--- src/rtl/alu_flag_unit.sv ---
`timescale 1ns/1ps
// ---------------------------------------------------------------------------
// zero_checker
//   64-bit zero detector built as a two-level OR tree.
//   value   in  64  word under test
//   is_zero out 1   high when every bit of value is zero
// ---------------------------------------------------------------------------
module zero_checker (
  input  logic [63:0] value,
  output logic        is_zero
);

  logic [15:0] nibble_any;

  always_comb begin
    nibble_any = '0;
    for (int unsigned i = 0; i < 16; i++) begin
      nibble_any[i] = |value[i*4 +: 4];
    end
    is_zero = ~|nibble_any;
  end

endmodule

// ---------------------------------------------------------------------------
// alu_flag_unit
//   Two-stage valid/ready pipeline behind the 64-bit ALU. Stage A registers
//   the ALU result with carry/overflow; stage B presents the result and
//   commits the NZCV flag register. Also evaluates ARM condition codes
//   against the committed flags.
//
//   clk           in   1   clock, all state on posedge
//   reset_n       in   1   synchronous active-low reset
//   in_valid      in   1   ALU result present
//   in_ready      out  1   stage A can accept
//   in_result     in   64  ALU result
//   in_carry      in   1   ALU carry-out
//   in_overflow   in   1   ALU signed overflow
//   in_set_flags  in   1   instruction writes NZCV
//   flush         in   1   kill all in-flight entries
//   out_valid     out  1   stage B holds a completed entry
//   out_ready     in   1   consumer accepts
//   out_result    out  64  stage B result
//   out_is_zero   out  1   result==0 for this entry (CBZ)
//   nzcv          out  4   committed flags {N,Z,C,V}
//   flags_pending out  1   set_flags entry in stage A; nzcv is stale
//   cond_code     in   4   ARM condition field
//   cond_true     out  1   cond_code evaluated on committed nzcv
// ---------------------------------------------------------------------------
module alu_flag_unit #(
  parameter int unsigned DATA_W   = 64,
  parameter logic [3:0]  FLAG_RST = 4'b0000
) (
  input  logic              clk,
  input  logic              reset_n,
  input  logic              in_valid,
  output logic              in_ready,
  input  logic [DATA_W-1:0] in_result,
  input  logic              in_carry,
  input  logic              in_overflow,
  input  logic              in_set_flags,
  input  logic              flush,
  output logic              out_valid,
  input  logic              out_ready,
  output logic [DATA_W-1:0] out_result,
  output logic              out_is_zero,
  output logic [3:0]        nzcv,
  output logic              flags_pending,
  input  logic [3:0]        cond_code,
  output logic              cond_true
);

  logic              a_valid;
  logic [DATA_W-1:0] a_result;
  logic              a_carry;
  logic              a_overflow;
  logic              a_set_flags;
  logic              a_adv;
  logic              a_zero;
  logic              cond_base;

  // Z is derived only from the registered stage A result, never from in_result.
  zero_checker u_zero_checker (
    .value   (a_result),
    .is_zero (a_zero)
  );

  assign a_adv         = a_valid & (~out_valid | out_ready);
  assign in_ready      = ~flush & (~a_valid | a_adv);
  assign flags_pending = a_valid & a_set_flags;

  always_ff @(posedge clk) begin
    if (!reset_n) begin
      a_valid     <= 1'b0;
      a_result    <= '0;
      a_carry     <= 1'b0;
      a_overflow  <= 1'b0;
      a_set_flags <= 1'b0;
      out_valid   <= 1'b0;
      out_result  <= '0;
      out_is_zero <= 1'b0;
      nzcv        <= FLAG_RST;
    end else if (flush) begin
      a_valid   <= 1'b0;
      out_valid <= 1'b0;
    end else begin
      if (a_adv) begin
        out_result  <= a_result;
        out_is_zero <= a_zero;
        out_valid   <= 1'b1;
        if (a_set_flags) begin
          nzcv <= {a_result[DATA_W-1], a_zero, a_carry, a_overflow};
        end
      end else if (out_ready) begin
        out_valid <= 1'b0;
      end

      if (in_valid && in_ready) begin
        a_valid     <= 1'b1;
        a_result    <= in_result;
        a_carry     <= in_carry;
        a_overflow  <= in_overflow;
        a_set_flags <= in_set_flags;
      end else if (a_adv) begin
        a_valid <= 1'b0;
      end
    end
  end

  // cond_code[3:1] picks the base test, cond_code[0] inverts it, except the
  // 111x group which is always true (NV behaves as AL).
  always_comb begin
    cond_base = 1'b0;
    unique case (cond_code[3:1])
      3'b000: cond_base = nzcv[2];
      3'b001: cond_base = nzcv[1];
      3'b010: cond_base = nzcv[3];
      3'b011: cond_base = nzcv[0];
      3'b100: cond_base = nzcv[1] & ~nzcv[2];
      3'b101: cond_base = (nzcv[3] == nzcv[0]);
      3'b110: cond_base = ~nzcv[2] & (nzcv[3] == nzcv[0]);
      3'b111: cond_base = 1'b1;
      default: cond_base = 1'b0;
    endcase
    cond_true = (cond_code[3:1] == 3'b111) ? 1'b1 : (cond_base ^ cond_code[0]);
  end

endmodule
--- config.mk ---
export PLATFORM = sky130hd
export DESIGN_NAME = alu_flag_unit
export DESIGN_NICKNAME = d
export VERILOG_FILES = /design/src/rtl/alu_flag_unit.sv
export SDC_FILE = /design/constraint.sdc
export NUM_CORES = 1
export LEC_CHECK = 0
export CORE_MARGIN = 4
export CORE_UTILIZATION = 51
export DETAILED_ROUTE_END_ITERATION = 10
export PLACE_DENSITY = 0.92
export REMOVE_ABC_BUFFERS = 1
export SYNTH_ARGS = -nofsm -noshare
export SYNTH_HDL_FRONTEND = slang
export SYNTH_SLANG_ARGS = --single-unit
export TNS_END_PERCENT = 5
--- constraint.sdc ---
create_clock -name clk -period 4.56 [get_ports clk]
set_input_delay 1.14 -clock clk [delete_from_list [all_inputs] [get_ports clk]]
set_output_delay 1.14 -clock clk [all_outputs]
set_load 0.01 [all_outputs]
==> results of run 1 <==
[flip-flops by register name (all words and copies together), names as in the netlist]
signal and flops:
out_is_zero 1, a_overflow 1, a_result 64, out_result 64, a_valid 1, a_carry 1, out_valid 1, a_set_flags 1
nzcv 4
[synth_stat cells (2+ instances only)]
master	n	area (um2)
and2_1	2	12.5
buf_1	4	15.0
nor4_1	12	75.1
or3b_2	2	17.5
nor3_1	4	20.0
nor4b_1	2	17.5
nor4_2	4	50.1
inv_1	2	7.51
a21oi_1	138	691
nor2_1	4	15.0
clkbuf_1	21	78.8
nand2_1	266	998
nand3_1	3	15.0
buf_2	19	95.1
dfxtp_1	138	2760
nand4bb_1	2	22.5
nand4_1	4	25.0
nand2b_1	2	12.5
[metrics by stage]
step,util (%),cells,setup slack (ns)
floorplan,-,599,0.668
global placement,67.8,888,0.324
detailed placement,67.8,888,0.247
CTS,73.7,919,0.244
global route,73.7,919,0.144
finish,73.7,919,0.217
[layout by cell type (no fill, tap or decap), drive strengths merged, types with 2 or more instances in the layout]
cell type and instances:
bufinv 2, clkinv 2, nand2b 2, clkdlybuf4s50 148, dfxtp 138, nor4b 2, buf 8, nand2 266
nand4bb 2, nand3 3, nor2 4, nand4 4, nor4 16, clkbuf 19, nor3 4, inv 6
clkinvlp 5, or3b 2, and2 2, a21oi 138
[metal layers]
layer  track usage (%)  vias to the layer above
met2              41.2                      192
met4              6.22                        0
met1              28.2                     2306
met5                 0                        -
li1                  -                     2378
met3              6.00                       14
[worst reg2reg max path, stage by stage (launching register included)]
cell and delay [ns]:
dfxtp_1 0.32, nor2b_1 0.58, a211o_2 0.49, buf_4 0.37, nand2_1 0.09, a21oi_1 0.20
[report_power, final]
part | leakage [nW] | internal (mW) | switching, mW
clock network | 0.264 | 0.796 | 0.513
registers | 1.12 | 1.24 | 0.0255
logic | 1.08 | 0.106 | 0.104
[layout make-up]
type                       count  area [um2]
clock buffer                  19         432
inverter                       3        13.8
clock inverter                12         141
fill                         726        2560
sequential                   138        2760
tap                          133         166
multi-input combinational    458        2110
timing repair buffer         156        1540
[final timing paths]
path	slack, ns	endpoint	cells past startpoint
setup / recovery	0.22	cond_true	6
hold / removal	0.45	out_result[61]	2
hold reg to reg	0.45	out_result[61]	2
setup reg to reg	2.41	a_result[37]	5
[cells by family after synthesis]
kind of cell           after synthesis  share of synthesized area [%]
AND/OR/NAND/NOR                    312                           26.2
AO/OA/AOI/OAI                      144                           14.8
flip-flops                         138                           54.6
buffers and inverters               47                           3.96
XOR/XNOR                             1                          0.173
multiplexers                         1                          0.198
==> results_dict.tcl, run 1 <==
set metrics [dict create \
    status "finished, final reports clean" \
    hold_ws_ns 0.451 \
    initial_core_util_pct 52.0 \
    synth_seq_cells 138 \
    cp_slowest_cell "clkdlybuf4s50_1" \
    netlist_area_um2 5060 \
    cts_buffer_depth 2 \
    wl_um 13400 \
    die-area_um2 11600 \
    grt_pass1_vias 4676 \
    cp_max_fo 7 \
    cts_sinks 138 \
    critical_path_required_ns 3.42 \
    period_share_pct 95.2 \
    place.detailed.hpwl_um 9100 \
    cts-buffers-inserted 17 \
    wirelength_met1_um 5430 \
    diodes 0 \
    die_y_um 108 \
    hp-class "flip-flop to flip-flop" \
    cp-end-kind "primary output" \
    synth.distinct_cells 32 \
    vias_per_cell 5.32 \
    fp.dieW_um 108 \
    seq_area_frac_synth_pct 54.6 \
    drc 0 \
    clock.fmax_mhz 230 \
    hold_start "out_result[61]" \
    worstPathCellList "clkdlybuf4s50_1, or3b_2, a21oi_1, o2111ai_1, nand4bb_1, clkdlybuf4s50_1" \
    wl_met3_um 932 \
    grt_use_total_pct 23.4 \
    start_kind "input pin" \
    vdd_drop_max_mv 0.235 \
    synth_edf_count 0 \
    cp-startpoint "cond_code[2]" \
    drt-initial-drc-count 241 \
    drtAntennaViolNets 0 \
    crit_top_cell "clkdlybuf4s50_1" \
    setup_violations 0 \
    rsz0062_at_grt "false" \
    relSlewSlack_pct 41.9 \
    rows 36 \
    finalHoldViolCount 0 \
    tightest_slew_ns 0.871 \
    syn_to_final_growth_pct 41.7 \
    yosys_warnings 0 \
    power_mw 2.78 \
    post_cts_buffers 0 \
    p_per_area_nw_per_um2 388 \
    cp.arrival_ns 3.20 \
    vias 4890 \
    io_buffer_count 148 \
    drive_above_1_share_pct 6.36 \
    core-area_um2 9730 \
    io-pin-count 149 \
    drv_cap 0 \
    grt_max_degree 68 \
    wl_per_cell_um 14.6 \
    grt_pass1_wl_um 21800 \
    drtPass1Iterations 5 \
    hold_buffers 0 \
    antenna_found_initial 0 \
    nets 850 \
    synth_area_per_cell_um2 7.87 \
    ys_async_sr_fraction_pct 0 \
    cts_tree "done" \
    p_leak_nw 2.46 \
    max_stage_delay_ns 0.58 \
    ys.flop_type "dfxtp_1" \
    finalMaxSlewViolations 0 \
    criticalPathCategory "input pin to primary output" \
    clk_root_buffer_cell "clkbuf_8" \
    overflow 0 \
    cts_resized 0 \
    tns_ns 0 \
    syn_inst 643 \
    final_area_um2 7170 \
    dpl_cell_area_um2 6590 \
    gp_congestion 0.779 \
    path_clk_slew_ns 0.06 \
    clkLatencyLatePin_ns 0.50 \
    ctsHtreeMaxLevel 4 \
    skew_ns 0.00960 \
    period_minus_slack_ns 4.34 \
    highest_layer "met4" \
    critical_path.top_delay_family "buffers and inverters" \
    cp_num_buf_inv 2 \
    r2r-start "out_valid" \
    dr_wl_met2_um 6980 \
]
(Power assumes the default switching activity.)
==> run 2, diff against run 1 <==
Settings changed: CORE_MARGIN 4 to 2.
==> run 2 against run 1 <==
- clock skew fell by 0.0038 ns
- sequential share of layout area fell by 0.50 points
- flip-flop and latch count did not move
- clock power rose by 15%
- sequential power barely moved
- non-clock buffer count fell by 2
- register-to-register slack got worse by 0.08 ns
- utilization rose by 1.3 points
- combinational power barely moved
- wire length rose by 0.53%
- critical endpoint unchanged
- largest power group unchanged
==> results_dict.tcl, run 2 (synthesis gave the netlist of run 1 again) <==
set metrics [dict create \
    status "finished, final reports clean" \
    gp_congestion 0.810 \
    rows 36 \
    hold_buffers 0 \
    finalHoldViolCount 0 \
    initial_core_util_pct 52.2 \
    critical_path_required_ns 3.42 \
    overflow 0 \
    vias 4872 \
    place_ws_ns 0.211 \
    io-pin-count 149 \
    io_buffer_count 148 \
    wl_per_cell_um 14.7 \
    die_y_um 104 \
    start_kind "input pin" \
    core-area_um2 9680 \
    p_leak_nw 2.52 \
    criticalPathCategory "input pin to primary output" \
    cts-buffers-inserted 17 \
    post_cts_buffers 0 \
    final.setup.worst_slack_ns 0.212 \
    cts_buffer_depth 2 \
    grt_use_total_pct 25.1 \
    final_common_cell "nand2_1" \
    drive_above_1_share_pct 6.24 \
    nets 848 \
    diodes 0 \
    grt_pass1_wl_um 22000 \
    tightest_slew_ns 0.744 \
    period_minus_slack_ns 4.35 \
    rsz0062_at_grt "false" \
    vdd_drop_max_mv 0.269 \
    p_per_area_nw_per_um2 410 \
    drc 0 \
    biggestRegsByFlops "a_result (64), out_result (64), nzcv (4)" \
    tns_ns 0 \
    place.detailed.hpwl_um 8650 \
    cts_resized 0 \
    hp-class "flip-flop to flip-flop" \
    period_share_pct 95.4 \
    wl_um 13500 \
    drtPass1Iterations 5 \
    cts_sinks 138 \
    relSlewSlack_pct 50.4 \
    drv_cap 0 \
    cp.arrival_ns 3.21 \
    clkLatencyLatePin_ns 0.51 \
    drtAntennaViolNets 0 \
    fp.dieW_um 104 \
    antenna_found_initial 0 \
    setup_violations 0 \
    drt-initial-drc-count 208 \
    grt_max_degree 72 \
    vias_per_cell 5.31 \
    skew_ns 0.00583 \
    cp_max_fo 7 \
    path_clk_slew_ns 0.06 \
    cp-end-kind "primary output" \
    syn_to_final_growth_pct 43.6 \
    fin_util_pct 75.0 \
    layout_common_cells "266 x nand2_1, 148 x clkdlybuf4s50_1, 138 x a21oi_1, 138 x dfxtp_1, 16 x clkbuf_16" \
    clock.fmax_mhz 230 \
    die-area_um2 10700 \
    grt_pass1_vias 4752 \
    cts_tree "done" \
    finalMaxSlewViolations 0 \
    ctsHtreeMaxLevel 4 \
    clk_root_buffer_cell "clkbuf_8" \
]
## run 2: power by group
| group | total, mW | leakage, nW | internal (mW) | switching, mW |
|---|---|---|---|---|
| Clock | 1.50 | 0.322 | 1.00 | 0.499 |
| Sequential | 1.26 | 1.12 | 1.24 | 0.0259 |
| Combinational | 0.211 | 1.08 | 0.107 | 0.104 |
| Total | 2.98 | 2.52 | 2.35 | 0.629 |
## run 2: metal layers
metal  track usage [%]  routed length [um]  vias up
li1                  -                   -     2381
met3              6.86                 846       29
met5                 0                   0        -
met2              44.7                7010      191
met1              28.9                5390     2271
met4              9.27                 267        0
## run 2: path summary, 6_finish.rpt
| path | from | endpoint | slack, ns | cells after the start |
|---|---|---|---|---|
| hold / removal | out_result[61] | out_result[61] | 0.45 | 2 |
| hold reg to reg | out_result[61] | out_result[61] | 0.45 | 2 |
| setup reg to reg | out_valid | out_result[47] | 2.33 | 5 |
| setup / recovery | cond_code[2] | cond_true | 0.21 | 6 |
## run 2: per-stage QoR
stage / power (mW) / std cells / hold slack [ns] / area [um2]
after CTS: 2.99 / 918 / 0.455 / 7260
after global routing: 3.07 / 918 / 0.479 / 7260
after detailed placement: 1.50 / 886 / 0.447 / 6600
final: 2.98 / 918 / 0.453 / 7260
after floorplan: 1.38 / 599 / 0.437 / 4870
after global placement: 1.49 / 886 / 0.444 / 6600
## run 2: final cells by class
type	instances	area [um2]
timing repair buffer	154	1550
clock buffer	22	473
clock inverter	10	185
tap	133	166
fill	686	2420
multi-input combinational	458	2110
inverter	3	13.8
sequential	138	2760
## run 2: critical path, stage by stage
cell and delay [ns]:
clkdlybuf4s50_1 0.60, or3b_2 0.46, a21oi_1 0.21, o2111ai_1 0.12
nand4bb_1 0.13, clkdlybuf4s50_1 0.54
